File: src/rtl/scv_pkg.sv
// Shared video types and default counter widths for the scv video path.
package scv_pkg;

    // Pixel counter width (up to 2047 pixels per line).
    localparam int unsigned PIX_W  = 11;
    // Line counter width (up to 1023 lines per frame).
    localparam int unsigned LINE_W = 10;

    // Active-picture geometry measured over one frame.
    typedef struct packed {
        logic [LINE_W-1:0] first;
        logic [LINE_W-1:0] last;
        logic [PIX_W-1:0]  width;
    } vid_geom_t;

endpackage

File: src/rtl/scv_vid_geom.sv
// Sync edge detection, pixel/line counters and the per-frame geometry latch.
// The *_d outputs expose the post-update view of this pixel so the output
// stage can blank the sample that moves the line counter or latches a frame.
module scv_vid_geom
    import scv_pkg::*;
(
    input  logic              clk,
    input  logic              rst_n,
    input  logic              pce_i,
    input  logic              de_i,
    input  logic              hs_i,
    input  logic              vs_i,
    output logic [LINE_W-1:0] line_d_o,
    output vid_geom_t         geom_d_o,
    output logic              valid_d_o,
    output vid_geom_t         geom_o,
    output logic [LINE_W-1:0] act_h_o,
    output logic              valid_o,
    output logic              frame_tog_o
);

    logic              hs_q, hs_d, vs_q, vs_d;
    logic              hs_rise, vs_rise;
    logic [PIX_W-1:0]  pix_q, pix_d;
    logic [LINE_W-1:0] line_q, line_d;
    logic              had_de_q, had_de_d;
    logic              first_seen_q, first_seen_d;
    logic [LINE_W-1:0] first_q, first_d, last_q, last_d;
    logic [PIX_W-1:0]  maxw_q, maxw_d;
    vid_geom_t         geom_q, geom_d;
    logic [LINE_W-1:0] act_h_q, act_h_d;
    logic              valid_q, valid_d;
    logic              tog_q, tog_d;

    // Next state: closing-line bookkeeping first, then frame latch, then line reset.
    always_comb begin
        hs_d         = hs_q;
        vs_d         = vs_q;
        pix_d        = pix_q;
        line_d       = line_q;
        had_de_d     = had_de_q;
        first_seen_d = first_seen_q;
        first_d      = first_q;
        last_d       = last_q;
        maxw_d       = maxw_q;
        geom_d       = geom_q;
        act_h_d      = act_h_q;
        valid_d      = valid_q;
        tog_d        = tog_q;
        hs_rise      = hs_i & ~hs_q;
        vs_rise      = vs_i & ~vs_q;
        if (pce_i) begin
            hs_d = hs_i;
            vs_d = vs_i;
            if (de_i) begin
                had_de_d = 1'b1;
                if (pix_q != '1) pix_d = pix_q + 1'b1;
            end
            if (hs_rise) begin
                if (had_de_q) begin
                    if (!first_seen_q) begin
                        first_d      = line_q;
                        first_seen_d = 1'b1;
                    end
                    last_d = line_q;
                    if (pix_q > maxw_q) maxw_d = pix_q;
                end
                pix_d    = '0;
                had_de_d = 1'b0;
                if (line_q != '1) line_d = line_q + 1'b1;
            end
            if (vs_rise) begin
                if (first_seen_d) begin
                    geom_d.first = first_d;
                    geom_d.last  = last_d;
                    geom_d.width = maxw_d;
                    act_h_d      = last_d - first_d + 1'b1;
                    valid_d      = 1'b1;
                end else begin
                    valid_d = 1'b0;
                end
                first_seen_d = 1'b0;
                maxw_d       = '0;
                line_d       = '0;
                tog_d        = ~tog_q;
            end
        end
    end

    // Stream state register; everything holds while pce_i is low.
    always_ff @(posedge clk or negedge rst_n) begin
        if (!rst_n) begin
            hs_q         <= 1'b0;
            vs_q         <= 1'b0;
            pix_q        <= '0;
            line_q       <= '0;
            had_de_q     <= 1'b0;
            first_seen_q <= 1'b0;
            first_q      <= '0;
            last_q       <= '0;
            maxw_q       <= '0;
            geom_q       <= '0;
            act_h_q      <= '0;
            valid_q      <= 1'b0;
            tog_q        <= 1'b0;
        end else begin
            hs_q         <= hs_d;
            vs_q         <= vs_d;
            pix_q        <= pix_d;
            line_q       <= line_d;
            had_de_q     <= had_de_d;
            first_seen_q <= first_seen_d;
            first_q      <= first_d;
            last_q       <= last_d;
            maxw_q       <= maxw_d;
            geom_q       <= geom_d;
            act_h_q      <= act_h_d;
            valid_q      <= valid_d;
            tog_q        <= tog_d;
        end
    end

    assign line_d_o    = line_d;
    assign geom_d_o    = geom_d;
    assign valid_d_o   = valid_d;
    assign geom_o      = geom_q;
    assign act_h_o     = act_h_q;
    assign valid_o     = valid_q;
    assign frame_tog_o = tog_q;

endmodule

File: src/rtl/scv_vid_blank.sv
// Video output conditioner after scv: registered sync/RGB, separate H/V blank
// derived from the previous frame's measured active window, and geometry outputs.
module scv_vid_blank
    import scv_pkg::*;
(
    input  logic              CLK,
    input  logic              RESB,
    input  logic              IN_PCE,
    input  logic              IN_DE,
    input  logic              IN_HS,
    input  logic              IN_VS,
    input  logic [23:0]       IN_RGB,
    output logic              OUT_PCE,
    output logic              OUT_HBLANK,
    output logic              OUT_VBLANK,
    output logic              OUT_DE,
    output logic              OUT_HS,
    output logic              OUT_VS,
    output logic [23:0]       OUT_RGB,
    output logic [PIX_W-1:0]  ACT_W,
    output logic [LINE_W-1:0] ACT_H,
    output logic              GEOM_VALID,
    output logic              FRAME_TOG
);

    logic [LINE_W-1:0] line_d;
    vid_geom_t         geom_d, geom_q;
    logic              valid_d;
    logic              vblank_d;
    logic [23:0]       rgb_d;

    logic              pce_q, hblank_q, vblank_q, hs_q, vs_q;
    logic [23:0]       rgb_q;

    scv_vid_geom u_geom (
        .clk         (CLK),
        .rst_n       (RESB),
        .pce_i       (IN_PCE),
        .de_i        (IN_DE),
        .hs_i        (IN_HS),
        .vs_i        (IN_VS),
        .line_d_o    (line_d),
        .geom_d_o    (geom_d),
        .valid_d_o   (valid_d),
        .geom_o      (geom_q),
        .act_h_o     (ACT_H),
        .valid_o     (GEOM_VALID),
        .frame_tog_o (FRAME_TOG)
    );

    // Vertical blank outside the measured window; a saturated line counter stays blanked.
    always_comb begin
        vblank_d = ~valid_d | (line_d < geom_d.first) | (line_d > geom_d.last) | (line_d == '1);
        rgb_d    = (IN_DE & ~vblank_d) ? IN_RGB : '0;
    end

    // Output register stage: PCE every clock, the rest on pixel-enable cycles.
    always_ff @(posedge CLK or negedge RESB) begin
        if (!RESB) begin
            pce_q    <= 1'b0;
            hblank_q <= 1'b1;
            vblank_q <= 1'b1;
            hs_q     <= 1'b0;
            vs_q     <= 1'b0;
            rgb_q    <= '0;
        end else begin
            pce_q <= IN_PCE;
            if (IN_PCE) begin
                hblank_q <= ~IN_DE;
                vblank_q <= vblank_d;
                hs_q     <= IN_HS;
                vs_q     <= IN_VS;
                rgb_q    <= rgb_d;
            end
        end
    end

    assign OUT_PCE    = pce_q;
    assign OUT_HBLANK = hblank_q;
    assign OUT_VBLANK = vblank_q;
    assign OUT_DE     = ~(hblank_q | vblank_q);
    assign OUT_HS     = hs_q;
    assign OUT_VS     = vs_q;
    assign OUT_RGB    = rgb_q;
    assign ACT_W      = geom_q.width;

endmodule

File: config.mk
export PLATFORM = sky130hd
export DESIGN_NAME = scv_vid_blank
export DESIGN_NICKNAME = d
export VERILOG_FILES = /design/src/rtl/scv_pkg.sv /design/src/rtl/scv_vid_geom.sv /design/src/rtl/scv_vid_blank.sv
export SDC_FILE = /design/constraint.sdc
export NUM_CORES = 1
export LEC_CHECK = 0
export ABC_AREA = 1
export BUFFER_PORTS_ARGS = -buffer_cell sky130_fd_sc_hd__buf_2
export CAP_MARGIN = 20
export CORE_MARGIN = 2
export CORE_UTILIZATION = 33
export DETAILED_ROUTE_END_ITERATION = 16
export PLACE_DENSITY = 0.54
export SYNTH_ARGS = -nofsm -noshare
export SYNTH_HDL_FRONTEND = slang
export SYNTH_SLANG_ARGS = --single-unit
File: constraint.sdc
create_clock -name CLK -period 2.93 [get_ports CLK]
set_input_delay 0.293 -clock CLK [delete_from_list [all_inputs] [get_ports CLK]]
set_output_delay 0.293 -clock CLK [all_outputs]
set_load 0.005 [all_outputs]
==> impl_results.md, run 1 <==
* Status: finished clean
* Tot Pwr at 7.16 mW
* Post-detail-place hpwl at 13500 um
* Vias in the first global route at 5839
* RSZ-0062 raised after global routing: true
* Inserted Clock Buffers at 17
* Share of cells above drive strength 1 at 0.302
* Diode count at 0
* Top FF cell, synth: dfrtp_1
* Per-cell routed wire length at 15.0 um
* Die Wd at 149 um
* CTS Sinks at 126
* CTS Root Cell: clkbuf_16
* Ys async rst share at 1.00
* CP most frequent cell: nand2_1
* CORE AREA at 20400 um2
* Yosys top cell by area: dfrtp_1
* Clock slew seen by the registers of the worst setup and hold paths at 60 ps
* Maximum root-to-sink buffer count at 2
* Total Negative Setup Slacks at 0 ps
* Pleak at 4.71 nW
* CP Data Arrival Time at 3260 ps
* Largest net degree at the start of global routing at 70
* Min-delay src: IN_RGB[20]
* EDFF count, synth at 0
* Placed cell count at 1242
* YS warnings at 0
* Slowest cell delay on critical path at 370 ps
* Setup crit end kind: flip-flop
* VDD IR max at 0.366 mV
* Global route overflow at 0
* Final wirelength at 19300 um
* Post-route ant nets at 0
* Worst EP required at 3300 ps
* Relative slew slack at 0.548
* Final cycle utilization of the critical path at 0.987
* Most frequent cells after synthesis: nand2_1 (228), dfrtp_1 (124), inv_1 (90)
* Seq/Total Area, Yosys at 0.456
* Placed Area at 8140 um2
* Worst R2R Start: u_geom.hs_q$_DFFE_PN0P_
* Distinct cells, synth at 40
* Post-Route Skew at 12.7 ps
* Max-cap violations at 0
* Die Area at 22100 um2
* Crit path kind: reg2reg
* Vias per cell at 4.73
* CP cell instances: inv_2 > nand2_4 > nor2_8 > inv_2 > nand2_2 > nand2_2 > clkinvlp_4 > or2_4 > o21ai_2 > buf_6 > ha_4 > a21oi_4 > o21ai_2 > nand2_1 > o211ai_1 > o21ai_1 > nand2_1 > nor2_4 > clkbuf_16 > nand4_1 > nand2_1
* NumNets Final at 1088
* Later-pin clock latency in the skew report at 430 ps
* Fin util at 0.451
* Design area at 9220 um2
* Port Buffers at 82
* Setup-failing EPs final at 0
* Final Critical Period at 2890 ps
* Max-slew violations at 0
* CP max FO at 6
* R2R Setup Slk at 40 ps
* Synth area leaders: dfrtp_1 (45%), nand2_1 (12%), ha_1 (8.9%), o21ai_0 (5.2%), inv_1 (4.9%)
* Synth top area share at 0.449
* Cells after Synth at 843
* Die Y at 149 um
* Average size of a mapped cell at 8.20 um2
* DR iter-0 viols at 290
* Post-Syn Nets at 923
* Pre-CTS setup slack at -117 ps
* Max Freq at 0.346 GHz
* R2r worst-path depth at 21
* Hold WS at 97.9 ps
* Starting Density at 0.338
* Final Non-Filler Cells at 1291
* Top-count cell post-synth: nand2_1
* Drt drc at 0
* Final hold vios at 0
* Worst hold stages at 3
* Worst r2r dst: OUT_RGB[16]$_DFFE_PN0P_
* First-pass GRT wire length at 30300 um
* Hold Path End: OUT_RGB[20]$_DFFE_PN0P_
* Via count at 6105
* Total power per unit cell area at 777 nW/um2
* Worst-Margin Slew at 678 ps
* Critical path launch point type: flip-flop
* Gpl congestion at 0.840
* Slowest cell on the critical path: dfrtp_1
* Mapped Area at 6910 um2
* CTS tree: yes
* Class of the worst hold path: in2reg
* Synth Register Bits at 126
* Rows at 52
* All-layer global routing usage at 0.175
* IO Pins at 83
* H-tree depth at 4
* Final WS setup at 37.9 ps
* Antenna violations before repair at 0
* Area grow syn2layout at 33.3%
* Drt first pass iters at 5
## critical path, delay by kind of cell, from the launching register on
family / cells / cell delay [ps]
simple gates: 10 / 1110
buf+inv: 5 / 660
compound gates: 5 / 490
flops: 1 / 370
fa+ha+maj: 1 / 200
## cells by family after synthesis
| kind of cell | count (synthesis) | share of synthesized area |
|---|---|---|
| and+or+nand+nor | 387 | 0.252 |
| buffers and inverters | 140 | 0.0890 |
| AOI/OAI and AO/OA | 131 | 0.0995 |
| DFF | 126 | 0.456 |
| adders and majority gates | 50 | 0.0916 |
| xor gates and xnor gates | 8 | 0.0101 |
| muxes | 1 | 0.00145 |
## what timing repair did
item / in CTS / in global routing
buffers inserted: 0 / 12
pin swaps: 1 / 28
hold endpoints to repair: 65 / 0
hold buffers: 1 / 0
cloned: 0 / 4
gates resized for setup: 12 / 73
setup endpoints to repair: 29 / 30
## placed cells by master (no fill, tap or decap), drive strengths merged
master and n:
nor4b 1, xor2 8, or2 10, dlygate4sd3 1
nand3 53, dfstp 2, nand3b 1, o211ai 1
o221a 1, fa 1, ha 49, a21oi 40
o21ai 84, clkinv 8, nand2 236, mux2i 1
o21a 1, dfrtp 124, clkinvlp 3, nor3 8
buf 183, nor2 46, o2111ai 2, nand4 33
a31oi 2, inv 100, clkbuf 22
## cell type report
type / count / area, um2
fill: 2075 / 11200
multi-input combinational: 578 / 3500
sequential: 126 / 3160
timing repair buffer: 186 / 1300
clock buffer: 20 / 457
inverter: 99 / 375
tap: 270 / 338
clock inverter: 12 / 87.6
## state kept, by name (all words and copies together) (netlist names)
name                 count
u_geom.geom_o           31
OUT_RGB                 24
u_geom.maxw_q           11
u_geom.pix_q            11
u_geom.act_h_o          10
u_geom.first_q          10
u_geom.last_q           10
u_geom.line_q           10
OUT_HBLANK               1
OUT_PCE                  1
OUT_VBLANK               1
u_geom.first_seen_q      1
u_geom.frame_tog_o       1
u_geom.had_de_q          1
u_geom.hs_q              1
u_geom.valid_o           1
u_geom.vs_q              1
## how the worst max path moves through the flow
| stage | from | to |
|---|---|---|
| after global placement | u_geom.hs_q$_DFFE_PN0P_ | u_geom.act_h_o[8]$_DFFE_PN0P_ |
| after global routing | u_geom.hs_q$_DFFE_PN0P_ | OUT_RGB[19]$_DFFE_PN0P_ |
| after CTS | u_geom.hs_q$_DFFE_PN0P_ | u_geom.act_h_o[8]$_DFFE_PN0P_ |
| after detailed placement | u_geom.hs_q$_DFFE_PN0P_ | u_geom.act_h_o[8]$_DFFE_PN0P_ |
| after floorplan | u_geom.hs_q$_DFFE_PN0P_ | u_geom.act_h_o[8]$_DFFE_PN0P_ |
| final | u_geom.hs_q$_DFFE_PN0P_ | OUT_RGB[16]$_DFFE_PN0P_ |
## power breakdown
group / internal [mW] / switching (mW)
clock: 1.13 / 0.820
sequential: 2.16 / 0.198
combinational: 1.32 / 1.54
total: 4.60 / 2.56
## layer usage
| layer | global-route usage | part of all wire | up-vias |
|---|---|---|---|
| met2 | 0.274 | 0.46 | 102 |
| li1 | - | - | 3091 |
| met4 | 0.0548 | 0.014 | 0 |
| met1 | 0.247 | 0.49 | 2889 |
| met5 | 0 | 0 | - |
| met3 | 0.0318 | 0.036 | 23 |
(Power assumes the default switching activity.)
==> run 2: changes to the inputs <==
--- a/config.mk
+++ b/config.mk
@@ -5,7 +5,6 @@
 export SDC_FILE = /design/constraint.sdc
 export NUM_CORES = 1
 export LEC_CHECK = 0
-export ABC_AREA = 1
 export BUFFER_PORTS_ARGS = -buffer_cell sky130_fd_sc_hd__buf_2
 export CAP_MARGIN = 20
 export CORE_MARGIN = 2
==> impl_results.md, run 2 <==
* RSZ-0062 raised after global routing: true
* Via count at 5604 (-8.2%)
* Most common cell after layout, fill and taps aside: buf_4
* Cells after Synth at 671 (-20%)
* Slowest cell delay on critical path at 390 ps (+20 ps)
* Setup-failing EPs final at 29 (+29)
* Diode count at 0 (unchanged)
* YS warnings at 0 (unchanged)
* Share of cells above drive strength 1 at 0.397 (+0.0956)
* Later-pin clock latency in the skew report at 420 ps (about the same)
* Die Y at 147 um (-0.99%)
* Crit path kind: reg2reg
* Largest register FFs at 31 (unchanged)
* Drt drc at 0 (unchanged)
* Vias in the first global route at 5605 (-4.0%)
* Flop pwr share at 0.322 (-0.007)
* Pleak at 4.68 nW (-0.59%)
* Port Buffers at 82 (unchanged)
* Die Wd at 147 um (-0.99%)
* Rows at 52 (unchanged)
* Die Area at 21700 um2 (-2.0%)
* Distinct cells, synth at 66 (+65%)
* Tot Pwr at 7.20 mW (+0.53%)
* Post-route ant nets at 0 (unchanged)
* Switching power at 2.37 mW (-7.5%)
* Failing checks: setup timing
* H-tree depth at 4 (unchanged)
* Total Negative Setup Slacks at -5820 ps (-5820 ps)
* Setup crit end kind: flip-flop
* Starting Density at 0.336 (-0.00258)
* Maximum root-to-sink buffer count at 2 (unchanged)
* Total power per unit cell area at 753 nW/um2 (-3.0%)
* Max-cap violations at 0 (unchanged)
* R2R Setup Slk at -230 ps (-270 ps)
* Logic pwr share at 0.386 (-0.013)
* Largest net degree at the start of global routing at 64 (-8.6%)
* Post-detail-place hpwl at 12200 um (-9.7%)
* VDD IR max at 0.443 mV (+21%)
* Placed Area at 8200 um2 (+0.74%)
* Most frequent cells after synthesis: dfrtp_1 (124), nor2_1 (59), nand2_1 (56)
* Worst EP required at 3230 ps (-70 ps)
* Mapped Area at 6770 um2 (-2.0%)
* Area grow syn2layout at 41.0%
* Max-slew violations at 0 (unchanged)
* Sw Share at 0.329 (-0.0284)
* Internal power at 4.83 mW (+5.0%)
* Global route overflow at 0 (unchanged)
* Critical path launch point type: flip-flop
* Max Freq at 0.316 GHz (-8.5%)
* Design area at 9550 um2 (+3.7%)
* Clock power share at 0.293 (+0.021)
* Post-Route Skew at 10.9 ps (-1.81 ps)
* Seq/Total Area, Yosys at 0.466 (+0.00944)
* CP cell instances: nand3b_1 > buf_12 > nor2_4 > buf_12 > mux2i_4 > o21a_1 > ha_4 > a211oi_2 > o21ai_2 > a211oi_2 > and4b_4 > nor3_4 > buf_6 > a32o_1
* CP max FO at 8 (+2)
* Slowest cell on the critical path: dfrtp_1
* Inserted Clock Buffers at 17 (unchanged)
* Crit path max-delay family: compound AO/OA/AOI/OAI gates
* Pre-CTS setup slack at -782 ps (-665 ps)
* Clock slew seen by the registers of the worst setup and hold paths at 60 ps (about the same)
* Post-Syn Nets at 751 (-19%)
* Yosys top cell by area: dfrtp_1
* First-pass GRT wire length at 28700 um (-5.3%)
* Top-count cell post-synth: dfrtp_1
* Worst-Margin Slew at 635 ps (-43.8 ps)
* Status: complete, but fails checks
* CTS Root Cell: clkbuf_16
* Ys async rst share at 1.00 (unchanged)
* Final cycle utilization of the critical path at 1.08 (+0.0918)
* Final hold vios at 0 (unchanged)
* Most frequent cells in the layout: buf_4 (134), dfrtp_1 (124), buf_2 (81), nand2_1 (55), nor2_1 (49)
* CTS tree: yes
* Buf/Inv on CP at 3 (-2)
* Vias per cell at 4.83 (+2.1%)
* Synth top area share at 0.458 (+0.00928)
* Final Critical Period at 3160 ps (+269 ps)
* CORE AREA at 20200 um2 (-1.3%)
* Class of the worst hold path: in2reg
* IO Pins at 83 (unchanged)
* Filler Cells Inserted at 1925 (-7.2%)
* EDFF count, synth at 0 (unchanged)
* NumNets Final at 958 (-12%)
* Average size of a mapped cell at 10.1 um2 (+23%)
* Relative slew slack at 0.577 (+0.0292)
* Synth Register Bits at 126 (unchanged)
* Gpl congestion at 0.815 (-2.9%)
* All-layer global routing usage at 0.166 (-0.00920)
* CTS Sinks at 126 (unchanged)
* Antenna violations before repair at 0 (unchanged)
* DR iter-0 viols at 280 (-3.4%)
* Top FF cell, synth: dfrtp_1
* Per-cell routed wire length at 15.1 um (+0.96%)
* Synth area leaders: dfrtp_1 (46%), ha_1 (9.1%), mux2i_1 (4.9%), a32o_1 (3.7%), a21oi_1 (3.4%)
* CP Data Arrival Time at 3460 ps (+200 ps)
* Drt first pass iters at 6 (+1)
* Final WS setup at -231 ps (-269 ps)
* Final wirelength at 17600 um (-9.2%)
run 2: routing by layer:
metal,vias to the layer above,share of wire,global-route usage,wire length [um]
met5,-,0,0,0
met4,0,0.0056,0.0389,99
met3,7,0.039,0.0354,676
met2,107,0.49,0.270,8530
met1,2698,0.47,0.228,8250
li1,2792,-,-,-
run 2: cell type report:
| cell class | instances | area, um2 | area share |
|---|---|---|---|
| Clock buffer | 17 | 425 | 0.0445 |
| Clock inverter | 15 | 165 | 0.0173 |
| Inverter | 52 | 198 | 0.0207 |
| Multi-Input combinational cell | 446 | 3590 | 0.376 |
| Sequential cell | 126 | 3160 | 0.330 |
| Tap cell | 270 | 338 | 0.0354 |
| Timing Repair Buffer | 235 | 1680 | 0.176 |
run 2: kinds of logic (layout without fill, tap and decap cells):
family,after synthesis,count (layout),synth area share
buffers and inverters,100,319,0.0661
flip-flops,126,126,0.466
multiplexers,36,36,0.0537
XOR/XNOR,15,15,0.0194
AO/OA/AOI/OAI,163,163,0.168
adder cells (fa/ha/maj),50,50,0.0935
AND/OR/NAND/NOR,181,182,0.134
run 2: worst paths after layout:
path | endpoint | startpoint | cells past startpoint
setup / recovery | OUT_RGB[17]$_DFFE_PN0P_ | u_geom.hs_q$_DFFE_PN0P_ | 14
hold reg to reg | u_geom.act_h_o[4]$_DFFE_PN0P_ | u_geom.act_h_o[4]$_DFFE_PN0P_ | 2
max in group asynchronous | OUT_VBLANK$_DFFE_PN1P_ | RESB | 3
setup reg to reg | OUT_RGB[17]$_DFFE_PN0P_ | u_geom.hs_q$_DFFE_PN0P_ | 14
hold / removal | OUT_HBLANK$_DFFE_PN1P_ | IN_DE | 2
min in group asynchronous | u_geom.act_h_o[8]$_DFFE_PN0P_ | RESB | 2
run 2: worst register-to-register path, cell delays in order (launching register included):
cell	delay (ps)
dfrtp_1	390
nand3b_1	200
buf_12	150
nor2_4	120
buf_12	150
mux2i_4	230
o21a_1	200
ha_4	220
a211oi_2	210
o21ai_2	110
a211oi_2	300
and4b_4	340
nor3_4	70
buf_6	140
a32o_1	220
run 2: repair_timing:
action                                 in CTS  in global routing
gates cloned                                1                  0
setup endpoints to repair                  30                 30
gates resized for setup                    66                 41
buffers inserted                           32                 11
pin swaps                                  24                 54
endpoints found under the hold margin      61                  0
hold buffers                                1                  0
run 2: per-stage QoR:
| step | util | cells | hold WS [ps] |
|---|---|---|---|
| 2_1_floorplan | - | 671 | -2.59 |
| 3_3_place_gp | 0.406 | 1088 | 336 |
| 3_5_place_dp | 0.406 | 1088 | 335 |
| 4_1_cts | 0.461 | 1152 | 26.4 |
| 5_1_grt | 0.474 | 1161 | 31.1 |
| 6_report | 0.474 | 1161 | 37.7 |
run 2: power groups by stage:
stage	logic [mW]	registers, mW	clock network [mW]
3_5_place_dp	2.24	2.33	0
2_1_floorplan	1.36	2.30	0
6_report	2.78	2.31	2.11
5_1_grt	3.11	2.36	2.23
3_3_place_gp	2.21	2.32	0
4_1_cts	2.64	2.31	2.15
==> run 3: changes to the inputs <==
--- a/config.mk
+++ b/config.mk
@@ -7,10 +7,12 @@
 export LEC_CHECK = 0
 export BUFFER_PORTS_ARGS = -buffer_cell sky130_fd_sc_hd__buf_2
 export CAP_MARGIN = 20
+export CELL_PAD_IN_SITES_DETAIL_PLACEMENT = 1
+export CELL_PAD_IN_SITES_GLOBAL_PLACEMENT = 2
 export CORE_MARGIN = 2
 export CORE_UTILIZATION = 33
 export DETAILED_ROUTE_END_ITERATION = 16
-export PLACE_DENSITY = 0.54
+export PLACE_DENSITY = 0.77
 export SYNTH_ARGS = -nofsm -noshare
 export SYNTH_HDL_FRONTEND = slang
 export SYNTH_SLANG_ARGS = --single-unit
==> impl_results.md, run 3 (synthesis results as in run 2) <==
* Later-pin clock latency in the skew report at 430 ps (about the same)
* Vias in the first global route at 6280 (+12%)
* CTS tree: yes
* NumNets Final at 918 (-4.2%)
* Clock slew seen by the registers of the worst setup and hold paths at 60 ps (about the same)
* Most frequent cells in the layout: dfrtp_1 (124), buf_4 (98), buf_2 (81), nand2_1 (56), nor2_1 (52)
* VDD IR max at 0.379 mV (-14%)
* CORE AREA at 20200 um2 (unchanged)
* Worst EP required at 3250 ps (+20 ps)
* Share of cells above drive strength 1 at 0.363 (-0.0342)
* Max-slew violations at 0 (unchanged)
* Port Buffers at 82 (unchanged)
* CTS Root Cell: clkbuf_16
* Setup crit end kind: flip-flop
* Hold WS at 41.7 ps (+4.06 ps)
* Die Area at 21700 um2 (unchanged)
* CP max FO at 6 (-2)
* All-layer global routing usage at 0.194 (+0.0285)
* Filler Cells Inserted at 2239 (+16%)
* H-tree depth at 4 (unchanged)
* Final cycle utilization of the critical path at 1.11 (+0.0309)
* Diode count at 0 (unchanged)
* First-pass GRT wire length at 33300 um (+16%)
* Die Y at 147 um (unchanged)
* Status: complete, but fails checks
* Die Wd at 147 um (unchanged)
* Via count at 5683 (+1.4%)
* Final WS setup at -322 ps (-90.7 ps)
* Post-detail-place hpwl at 14600 um (+20%)
* CP Data Arrival Time at 3570 ps (+110 ps)
* Gpl congestion at 0.816 (about the same)
* Pleak at 4.51 nW (-3.6%)
* Fin util at 0.463 (-0.0103)
* Final hold vios at 0 (unchanged)
* Placed Area at 8110 um2 (-1.0%)
* Critical path launch point type: flip-flop
* Class of the worst hold path: in2reg
* Most common cell after layout, fill and taps aside: dfrtp_1
* Area grow syn2layout at 38.0%
* Final Critical Period at 3250 ps (+90.7 ps)
* Combined flip-flop and latch cell area at 3160 um2 (unchanged)
* DR iter-0 viols at 276 (-1.4%)
* Worst R2R Start: u_geom.hs_q$_DFFE_PN0P_
* Post-route ant nets at 0 (unchanged)
* Tot Pwr at 7.15 mW (-0.65%)
* Max Freq at 0.308 GHz (-2.8%)
* Footprint of the multi-input gates at 3630 um2 (+0.97%)
* Failing checks: setup timing
* Total power per unit cell area at 765 nW/um2 (+1.6%)
* Min-delay src: IN_DE
* Drt first pass iters at 5 (-1)
* Inserted Clock Buffers at 17 (unchanged)
* Maximum root-to-sink buffer count at 2 (unchanged)
* Vias per cell at 5.07 (+5.0%)
* Design area at 9350 um2 (-2.2%)
* Final wirelength at 20500 um (+17%)
* Crit path kind: reg2reg
* Post-Route Skew at 11.1 ps (+0.266 ps)
* Global route overflow at 0 (unchanged)
* Rows at 52 (unchanged)
* CTS Sinks at 126 (unchanged)
* Worst-Margin Slew at 535 ps (-99.2 ps)
* Antenna violations before repair at 0 (unchanged)
* Largest register FFs at 31 (unchanged)
* Max-cap violations at 0 (unchanged)
* Pre-CTS setup slack at -416 ps (+366 ps)
* Drt drc at 0 (unchanged)
* Largest net degree at the start of global routing at 47 (-27%)
* Starting Density at 0.336 (unchanged)
* RSZ-0062 raised after global routing: true
* Per-cell routed wire length at 18.3 um (+21%)
* CP startpoint: u_geom.hs_q$_DFFE_PN0P_
* Setup-failing EPs final at 30 (+3.4%)
* IO Pins at 83 (unchanged)
* Relative slew slack at 0.643 (+0.0661)
[run 3: cell types whose count changed in the layout (fill, tap and decap cells not counted), sizes merged]
cell / before / now
clkbuf: 17 / 19
clkinv: 10 / 4
nor3: 6 / 5
buf: 234 / 194
clkinvlp: 0 / 2
inv: 55 / 58
[run 3: what timing repair did]
| item | in CTS | in global routing |
|---|---|---|
| resized for setup | 57 | 41 |
| endpoints found under the hold margin | 34 | 0 |
| hold buffers | 1 | 0 |
| pin swaps | 26 | 49 |
| buffers inserted | 9 | 7 |
| gates cloned | 1 | 1 |
| setup endpoints to repair | 39 | 34 |
[run 3: final cells by class]
cell class                 instances  share of cell area
clock inverter                    14              0.0166
clock buffer                      18              0.0470
tap                              270              0.0361
multi-input combinational        445               0.388
sequential                       126               0.338
inverter                          52              0.0209
timing repair buffer             196               0.154
[run 3: critical path, cell delays in order, from the launching register on]
cell and delay, ps:
dfrtp_1 400, nand3b_1 230, nor2_2 190, buf_12 160, buf_12 130, mux2i_1 290
o21a_1 230, ha_4 230, nor2_2 100, nor2_1 50, a211oi_2 260, and4b_4 290
nor3_4 50, buf_12 140, clkbuf_16 150, a32o_1 250
[run 3: metrics by stage]
stage | TNS (ps) | std cells
after detailed placement | -10370 | 1074
final | -7930 | 1121
after CTS | -7380 | 1117
after global placement | -7780 | 1074
after global routing | -11800 | 1121
after floorplan | -2540 | 671
[run 3: worst paths after layout]
| kind | slack, ps | end | depth (start not counted) |
|---|---|---|---|
| max | -320 | OUT_RGB[12]$_DFFE_PN0P_ | 15 |
| max in group asynchronous | 1740 | u_geom.geom_o[11]$_DFF_PN0_ | 3 |
| min in group asynchronous | 380 | u_geom.first_q[8]$_DFFE_PN0P_ | 2 |
| min | 40 | OUT_HBLANK$_DFFE_PN1P_ | 2 |
| max reg2reg | -320 | OUT_RGB[12]$_DFFE_PN0P_ | 15 |
| min reg2reg | 470 | u_geom.act_h_o[2]$_DFFE_PN0P_ | 2 |
[run 3: power breakdown]
group / internal, mW / switching [mW]
clock network: 1.29 / 0.856
registers: 2.12 / 0.220
logic: 1.33 / 1.34
total: 4.74 / 2.42
[run 3: per-layer routing]
metal	track usage	share of wire	up-vias
met1	0.245	0.44	2891
met4	0.0596	0.013	0
met3	0.0298	0.021	16
met2	0.344	0.52	78
li1	-	-	2698
met5	0	0	-
